--- src/rtl/ysyx_22050518_pkg.sv ---
// Shared definitions for the core memory-port arbiter.
// Holds the arbiter FSM state encoding and the owner encoding.
// No logic; imported by ysyx_22050518_mem_arb.
package ysyx_22050518_pkg;

  typedef enum logic [1:0] {
    ARB_IDLE = 2'd0,
    ARB_REQ  = 2'd1,
    ARB_RSP  = 2'd2
  } arb_state_e;

  localparam logic OWN_IFU = 1'b0;
  localparam logic OWN_LSU = 1'b1;

endpackage

--- src/rtl/ysyx_22050518_mem_arb.sv ---
// Purpose : arbitrates the single core memory port between IFU and LSU,
//           one outstanding transaction, LSU has fixed priority, no preemption.
// Latency : accept at N, mem_req_valid at N+1, earliest response at N+2,
//           next accept at N+3.
// Backpressure : request readies are only offered in IDLE; a downstream request
//           is held stable until mem_req_ready, and the response is waited for.
// Ports :
//   clk, rst_n (synchronous, active-low)
//   ifu_req_valid/ifu_req_ready/ifu_addr/ifu_flush, ifu_rsp_valid/ifu_rsp_data
//   lsu_req_valid/lsu_req_ready/lsu_addr/lsu_wen/lsu_wdata/lsu_wmask,
//   lsu_rsp_valid/lsu_rsp_data
//   mem_req_valid/mem_req_ready/mem_addr/mem_wen/mem_wdata/mem_wmask,
//   mem_rsp_valid/mem_rsp_data, busy
module ysyx_22050518_mem_arb
  import ysyx_22050518_pkg::*;
#(
  parameter int AW = 64,
  parameter int DW = 64
) (
  input  logic            clk,
  input  logic            rst_n,

  input  logic            ifu_req_valid,
  output logic            ifu_req_ready,
  input  logic [AW-1:0]   ifu_addr,
  input  logic            ifu_flush,
  output logic            ifu_rsp_valid,
  output logic [DW-1:0]   ifu_rsp_data,

  input  logic            lsu_req_valid,
  output logic            lsu_req_ready,
  input  logic [AW-1:0]   lsu_addr,
  input  logic            lsu_wen,
  input  logic [DW-1:0]   lsu_wdata,
  input  logic [DW/8-1:0] lsu_wmask,
  output logic            lsu_rsp_valid,
  output logic [DW-1:0]   lsu_rsp_data,

  output logic            mem_req_valid,
  input  logic            mem_req_ready,
  output logic [AW-1:0]   mem_addr,
  output logic            mem_wen,
  output logic [DW-1:0]   mem_wdata,
  output logic [DW/8-1:0] mem_wmask,
  input  logic            mem_rsp_valid,
  input  logic [DW-1:0]   mem_rsp_data,

  output logic            busy
);

  arb_state_e          state_q, state_d;
  logic                owner_q;
  logic                drop_q, drop_d;
  logic [AW-1:0]       addr_q;
  logic                wen_q;
  logic [DW-1:0]       wdata_q;
  logic [DW/8-1:0]     wmask_q;

  logic                load_lsu;
  logic                load_ifu;

  // Next state, handshakes and response steering.
  // Handshake outputs are masked while rst_n is low so nothing is accepted
  // or returned on the reset edge.
  always_comb begin
    state_d       = state_q;
    drop_d        = drop_q;
    load_lsu      = 1'b0;
    load_ifu      = 1'b0;
    lsu_req_ready = 1'b0;
    ifu_req_ready = 1'b0;
    mem_req_valid = 1'b0;
    ifu_rsp_valid = 1'b0;
    lsu_rsp_valid = 1'b0;

    case (state_q)
      ARB_IDLE: begin
        if (lsu_req_valid) begin
          lsu_req_ready = rst_n;
          load_lsu      = 1'b1;
          state_d       = ARB_REQ;
        end else if (ifu_req_valid && !ifu_flush) begin
          ifu_req_ready = rst_n;
          load_ifu      = 1'b1;
          state_d       = ARB_REQ;
        end
      end

      ARB_REQ: begin
        // The request stays up even if a flush arrives; the bridge has
        // already seen it and must be allowed to complete.
        mem_req_valid = rst_n;
        if (mem_req_ready) begin
          state_d = ARB_RSP;
        end
        if (ifu_flush && owner_q == OWN_IFU) begin
          drop_d = 1'b1;
        end
      end

      ARB_RSP: begin
        if (ifu_flush && owner_q == OWN_IFU) begin
          drop_d = 1'b1;
        end
        if (mem_rsp_valid) begin
          state_d = ARB_IDLE;
          if (owner_q == OWN_LSU) begin
            lsu_rsp_valid = rst_n;
          end else begin
            // A flush in the response cycle itself also kills the fetch.
            ifu_rsp_valid = rst_n && !drop_q && !ifu_flush;
          end
        end
      end

      default: begin
        state_d = ARB_IDLE;
      end
    endcase

    // Every return to IDLE starts the next transaction with a clean flag.
    if (state_d == ARB_IDLE) begin
      drop_d = 1'b0;
    end
  end

  // FSM state and request register share one process so the captured
  // fields can never disagree with the state that owns them.
  always_ff @(posedge clk) begin
    if (!rst_n) begin
      state_q <= ARB_IDLE;
      owner_q <= OWN_IFU;
      drop_q  <= 1'b0;
      addr_q  <= '0;
      wen_q   <= 1'b0;
      wdata_q <= '0;
      wmask_q <= '0;
    end else begin
      state_q <= state_d;
      drop_q  <= drop_d;
      if (load_lsu) begin
        owner_q <= OWN_LSU;
        addr_q  <= lsu_addr;
        wen_q   <= lsu_wen;
        wdata_q <= lsu_wdata;
        wmask_q <= lsu_wmask;
      end else if (load_ifu) begin
        owner_q <= OWN_IFU;
        addr_q  <= ifu_addr;
        wen_q   <= 1'b0;
        wdata_q <= '0;
        wmask_q <= '0;
      end
    end
  end

  assign mem_addr     = addr_q;
  assign mem_wen      = wen_q;
  assign mem_wdata    = wdata_q;
  assign mem_wmask    = wmask_q;

  assign ifu_rsp_data = mem_rsp_data;
  assign lsu_rsp_data = mem_rsp_data;

  assign busy         = (state_q != ARB_IDLE);

endmodule
--- config.mk ---
export PLATFORM = sky130hd
export DESIGN_NAME = ysyx_22050518_mem_arb
export DESIGN_NICKNAME = d
export VERILOG_FILES = /design/src/rtl/ysyx_22050518_pkg.sv /design/src/rtl/ysyx_22050518_mem_arb.sv
export SDC_FILE = /design/constraint.sdc
export NUM_CORES = 1
export LEC_CHECK = 0
export CORE_AREA = 8 8 204 206
export DETAILED_ROUTE_END_ITERATION = 12
export DIE_AREA = 0 0 212 214
export GPL_ROUTABILITY_DRIVEN = 0
export SLEW_MARGIN = 20
export SYNTH_ARGS = -nofsm -noshare
export SYNTH_HDL_FRONTEND = slang
export SYNTH_SLANG_ARGS = --single-unit
--- constraint.sdc ---
create_clock -name clk -period 2.25 [get_ports clk]
set_clock_uncertainty 0.05 [all_clocks]
set_input_delay 0.3375 -clock clk [delete_from_list [all_inputs] [get_ports clk]]
set_output_delay 0.3375 -clock clk [all_outputs]
set_load 0.005 [all_outputs]
Word-level counts from Yosys, hierarchy flattened --
Cells that the tools add are included. Widths: inputs -> output; s select.
Word-level totals: input bits 272, register bits after elaboration 141, logic and storage cells 55
Operators by class: reductions and logical operators 13, bitwise logic cells 2, muxes and demuxes 31, equality and inequality tests 2
Operators by type and width (number):
- $mux 64 | 4
- $mux 1 | 20
- $mux 8 | 2
- $mux 2 | 4
- $pmux 2 s3 | 1
- $logic_and 1x1->1 | 4
- $logic_not 2->1 | 2
- $reduce_bool 2->1 | 2
- $reduce_or 2->1 | 2
- $eq 2x1->1 const B | 1
- $eq 2x2->1 const B | 1
- $logic_not 1->1 | 2
- $not 1->1 | 2
- $reduce_and 2->1 | 1

Longest topological paths before layout --
depth in word-level cells 7, mapped depth 8

Worst setup path before layout --
No wires, ideal clock.
path kind reg2reg, from reg state_q[0], to reg wdata_q[0], in the netlist mem_wdata[0], buffers on the path 2, setup time 0.117 ns, path slack 0.730 ns, stages on the path, launching flop included 7, clock period less this slack 1.520 ns, data arrival time 1.354 ns, cell sequence dfxtp_1 -> inv_1 -> ha_1 -> and3_1 -> buf_2 -> buf_2 -> a22o_1
Between the ends: word-level cells in the longest chain between the ends 3, elaborated cells on any way between the ends 5
RTL lines:
- start, declared | RTL line ysyx_22050518_mem_arb.sv:51 | arb_state_e state_q, state_d;
- start signal, assigned | RTL line ysyx_22050518_mem_arb.sv:139 | state_q <= state_d;
- $logic_not 2->1 (*) | RTL line ysyx_22050518_mem_arb.sv:76 | case (state_q)
- $mux 1 | RTL line ysyx_22050518_mem_arb.sv:76
- $mux 64 or $reduce_bool 2->1 (tied branches)
- end signal, assigned | RTL line ysyx_22050518_mem_arb.sv:145 | wdata_q <= lsu_wdata;
- end, declared | RTL line ysyx_22050518_mem_arb.sv:56 | logic [DW-1:0] wdata_q;
Every way passes the cells marked *; elsewhere a longest branch is shown, timed or not. A chain may end at the register's enable or synchronous reset.

Final worst setup path --
from reg state_q[0], to out ifu_rsp_valid
Between the ends: word-level cells in the longest chain between the ends 2
RTL lines:
- $eq 2x2->1 | RTL line ysyx_22050518_mem_arb.sv:76
- $mux 1 | RTL line ysyx_22050518_mem_arb.sv:76
- end, declared | RTL line ysyx_22050518_mem_arb.sv:27 | output logic ifu_rsp_valid,
Every way passes these cells.

==> impl_metrics.prom <==
# TYPE chip_impl_metric gauge
chip_impl_metric{name="drt-pass1-iter-count",unit=""} 4
chip_impl_info{name="cts_root_buffer",value="clkbuf_16"} 1
chip_impl_metric{name="reg2reg_setup_slack",unit="ps"} 290
chip_impl_info{name="first_element_of_the_critical_path",value="state_q[0]"} 1
chip_impl_metric{name="final_nets",unit=""} 1167
chip_impl_metric{name="finalSetupViolations",unit=""} 0
chip_impl_metric{name="clk_transition_reported_paths",unit="ps"} 60
chip_impl_info{name="grt_setup_unrepaired",value="false"} 1
chip_impl_metric{name="clock_insertion_delay_worst_skew",unit="ps"} 440
chip_impl_metric{name="peak_supply_drop",unit="mV"} 0.633
chip_impl_metric{name="cap_violations",unit=""} 0
chip_impl_metric{name="synth_edf_count",unit=""} 0
chip_impl_metric{name="route.detailed.vias_per_inst",unit=""} 4.12
chip_impl_metric{name="utilization",unit="%"} 26.6
chip_impl_info{name="timing.hold.worst.class",value="input pin to flop"} 1
chip_impl_metric{name="power_per_cell_area",unit="nW/um^2"} 791
chip_impl_metric{name="multi_input_comb_area",unit="sq um"} 2400
chip_impl_metric{name="initial_antenna_violation_count",unit=""} 1
chip_impl_metric{name="antenna_cells_inserted",unit=""} 0
chip_impl_metric{name="min_period_over_period",unit="%"} 92.7
chip_impl_metric{name="postRouteAntennaNets",unit=""} 0
chip_impl_metric{name="cts_max_path_buffers",unit=""} 2
chip_impl_metric{name="num_vias",unit=""} 5847
chip_impl_metric{name="fmax",unit="MHz"} 479
chip_impl_metric{name="clk_sink_count",unit=""} 141
chip_impl_info{name="status",value="complete, no violations"} 1
chip_impl_metric{name="cts_post_setup_buffers_inserted",unit=""} 0
chip_impl_metric{name="ioPinCount",unit=""} 543
chip_impl_metric{name="die_x",unit="microns"} 212
chip_impl_info{name="crit_path_frequent_cell",value="buf_4"} 1
chip_impl_metric{name="post_route_cells_drive_above_1_share",unit="%"} 6.87
chip_impl_metric{name="die-height",unit="microns"} 214
chip_impl_metric{name="placeableCoreArea",unit="sq um"} 38300
chip_impl_metric{name="drt-initial-drc-count",unit=""} 330
chip_impl_metric{name="initial_core_utilization",unit="%"} 17.0
chip_impl_metric{name="number_of_filler_instances_in_the_final_layout",unit=""} 4062
chip_impl_metric{name="finalSetupTns",unit="ps"} 0
chip_impl_metric{name="p_leak",unit="nW"} 4.40
chip_impl_info{name="timing.rr.end",value="mem_wdata[9]"} 1
chip_impl_metric{name="tritoncts.num_buffers",unit=""} 17
chip_impl_metric{name="mappedNetlistNets",unit=""} 966
chip_impl_metric{name="global_route_wire_length_before_repair",unit="microns"} 37600
chip_impl_metric{name="layout_min_cycle_time",unit="ps"} 2090
chip_impl_info{name="timing.setup.critical_path_class",value="flop to primary output"} 1
chip_impl_metric{name="timing.slew.headroom",unit="%"} 39.5
chip_impl_metric{name="asyncSetResetFlopFracSynth",unit="%"} 0
chip_impl_metric{name="post_drt_wl_per_cell",unit="microns"} 18.4
chip_impl_metric{name="worst-r2r-cell-count",unit=""} 5
chip_impl_metric{name="grt_overflow",unit=""} 0
chip_impl_metric{name="num_rows",unit=""} 72
chip_impl_metric{name="netlist_instances",unit=""} 690
chip_impl_info{name="setup.worst_path.end",value="ifu_rsp_valid"} 1
chip_impl_metric{name="grt_max_degree",unit=""} 74
chip_impl_info{name="synth_flop_cell",value="dfxtp_1"} 1
chip_impl_info{name="type_of_origin_of_the_critical_path",value="flop"} 1
chip_impl_metric{name="ctsHoldBuffers",unit=""} 0
chip_impl_metric{name="yosysSeqAreaShare",unit="%"} 43.4
chip_impl_info{name="setup.worst_path.end_class",value="primary output"} 1
chip_impl_metric{name="worst_pin_slew",unit="ps"} 907
chip_impl_metric{name="fp.dieArea",unit="sq um"} 45400
chip_impl_metric{name="layout-area-overhead-vs-synth",unit="%"} 56.4
chip_impl_info{name="cts_tree",value="done"} 1
chip_impl_metric{name="post-dp-hpwl",unit="microns"} 19900
chip_impl_metric{name="critPathMaxFanout",unit=""} 3
chip_impl_metric{name="groute.usage.overall",unit="%"} 11.0
chip_impl_metric{name="number_of_cells_on_the_critical_path",unit=""} 6
chip_impl_metric{name="syn_area",unit="sq um"} 6500
chip_impl_metric{name="buffer_ports.inserted",unit=""} 350
chip_impl_info{name="critical-path-slowest-cell",value="dfxtp_1"} 1
chip_impl_metric{name="drt_wl_total",unit="microns"} 26100
chip_impl_metric{name="finalMaxSlewViolations",unit=""} 0
chip_impl_info{name="path_cells",value="inv_2 -> ha_1 -> nand3_1 -> nor4_2 -> buf_4 -> buf_4"} 1
chip_impl_metric{name="crit_path_max_incr_delay",unit="ps"} 340
chip_impl_metric{name="numPlacedInstances",unit=""} 1390
chip_impl_info{name="startpoint_of_the_worst_slack_reg_to_reg_timing_path",value="state_q[0]"} 1
chip_impl_metric{name="finalHoldWorstSlack",unit="ps"} 173
chip_impl_metric{name="cp_data_arrival_time",unit="ps"} 1700
chip_impl_metric{name="synth-warning-count",unit=""} 0
chip_impl_metric{name="htree_num_levels",unit=""} 4
chip_impl_metric{name="synth_cell_type_count",unit=""} 27
chip_impl_metric{name="average_size_of_a_mapped_cell",unit="sq um"} 9.43
chip_impl_metric{name="cp_data_required_time",unit="ps"} 1860
chip_impl_info{name="critical_path.top_delay_family",value="buffers and inverters"} 1
chip_impl_metric{name="synth.ff_latch_count",unit=""} 141
chip_impl_metric{name="first_global_vias",unit=""} 6115
chip_impl_metric{name="remaining_drc_errors",unit=""} 0
chip_impl_metric{name="regArea",unit="sq um"} 2820
chip_impl_metric{name="final_hold_viol_count",unit=""} 0
chip_impl_metric{name="layout.cells.non_filler",unit=""} 1420
chip_impl_metric{name="worstPathBufferInverterCount",unit=""} 3
==> worst reg2reg max path, delay by kind of cell, from the launching register on <==
kind | cells | cell delay (ps)
buffers and inverters | 2 | 710
DFF | 1 | 340
AOI/OAI and AO/OA | 1 | 420
adders and majority gates | 1 | 160
and+or+nand+nor | 1 | 230
==> power breakdown <==
| group | internal, mW | switching, mW |
|---|---|---|
| clock | 1.73 | 1.15 |
| sequential | 2.82 | 0.171 |
| combinational | 1.26 | 0.922 |
| total | 5.80 | 2.25 |
==> flip-flops by register name (all words and copies together), names as in the netlist <==
name,flops
drop_q,1
state_q,2
mem_wen,1
mem_addr,64
mem_wdata,64
owner_q,1
mem_wmask,8
==> timing repair <==
action	in CTS	in global routing
resized for setup	10	1
setup endpoints to repair	4	1
pin swaps	1	0
==> cell usage after synthesis, types with 3 or more instances <==
| library cell | count | area [sq um] |
|---|---|---|
| nand2_1 | 65 | 244 |
| buf_6 | 8 | 90.1 |
| buf_4 | 130 | 976 |
| buf_2 | 42 | 210 |
| inv_1 | 5 | 18.8 |
| dfxtp_1 | 141 | 2820 |
| nand3_1 | 129 | 646 |
| and3_1 | 3 | 18.8 |
| a22o_1 | 73 | 639 |
| ha_1 | 4 | 50.1 |
| clkbuf_1 | 7 | 26.3 |
| o211a_1 | 64 | 641 |
==> layer usage <==
metal / global-route usage (%) / wire, microns
met1: 11.5 / 9970
met2: 16.8 / 11400
met5: 0.889 / 44
met4: 5.33 / 785
met3: 7.22 / 3880
==> per-stage QoR <==
stage	worst slack (ps)	instance area, sq um	power [mW]
CTS	36.2	10200	8.23
floorplan	730	6500	4.10
detailed placement	160	9570	5.23
global route	31.5	10200	8.48
global placement	162	9570	5.21
finish	164	10200	8.05
==> cell type report <==
type	instances	share of cell area [%]
clock inverter	11	1.41
inverter	5	0.185
clock buffer	19	4.26
timing repair buffer	369	36.4
tap	518	6.37
multi-input combinational	357	23.6
sequential	141	27.8
==> logic make-up (layout without fill, tap and decap cells) <==
| family | after synthesis | in the layout | share of synthesized area [%] |
|---|---|---|---|
| DFF | 141 | 141 | 43.4 |
| adders and majority gates | 4 | 4 | 0.770 |
| and+or+nand+nor | 207 | 207 | 14.9 |
| buffers and inverters | 192 | 404 | 20.3 |
| AOI/OAI and AO/OA | 146 | 146 | 20.6 |
==> worst min-delay path by stage <==
stage | start | end | slack (ps) | depth (start not counted)
floorplan | drop_q | drop_q | 390 | 1
global placement | drop_q | drop_q | 400 | 1
detailed placement | mem_wdata[16] | mem_wdata[16] | 410 | 1
CTS | rst_n | owner_q | 130 | 2
global route | rst_n | owner_q | 150 | 2
finish | rst_n | owner_q | 170 | 2
==> cells in the final DEF, fill, tap and decap left out, types with 2 or more instances in the layout <==
cell type / Yosys / final
clkinv_2: 0 / 4
dlygate4sd2_1: 0 / 3
nand2b_1: 2 / 2
buf_4: 130 / 15
buf_2: 42 / 2
clkbuf_1: 7 / 2
ha_1: 4 / 3
inv_2: 0 / 2
clkbuf_16: 0 / 17
dfxtp_1: 141 / 140
nand2_1: 65 / 64
a21oi_1: 2 / 2
inv_6: 0 / 2
o211a_1: 64 / 64
clkdlybuf4s50_1: 0 / 342
buf_12: 0 / 6
bufinv_16: 0 / 3
a22o_1: 73 / 73
nand3_1: 129 / 129
inv_1: 5 / 3
and3_1: 3 / 2
(Power assumes the default switching activity.)
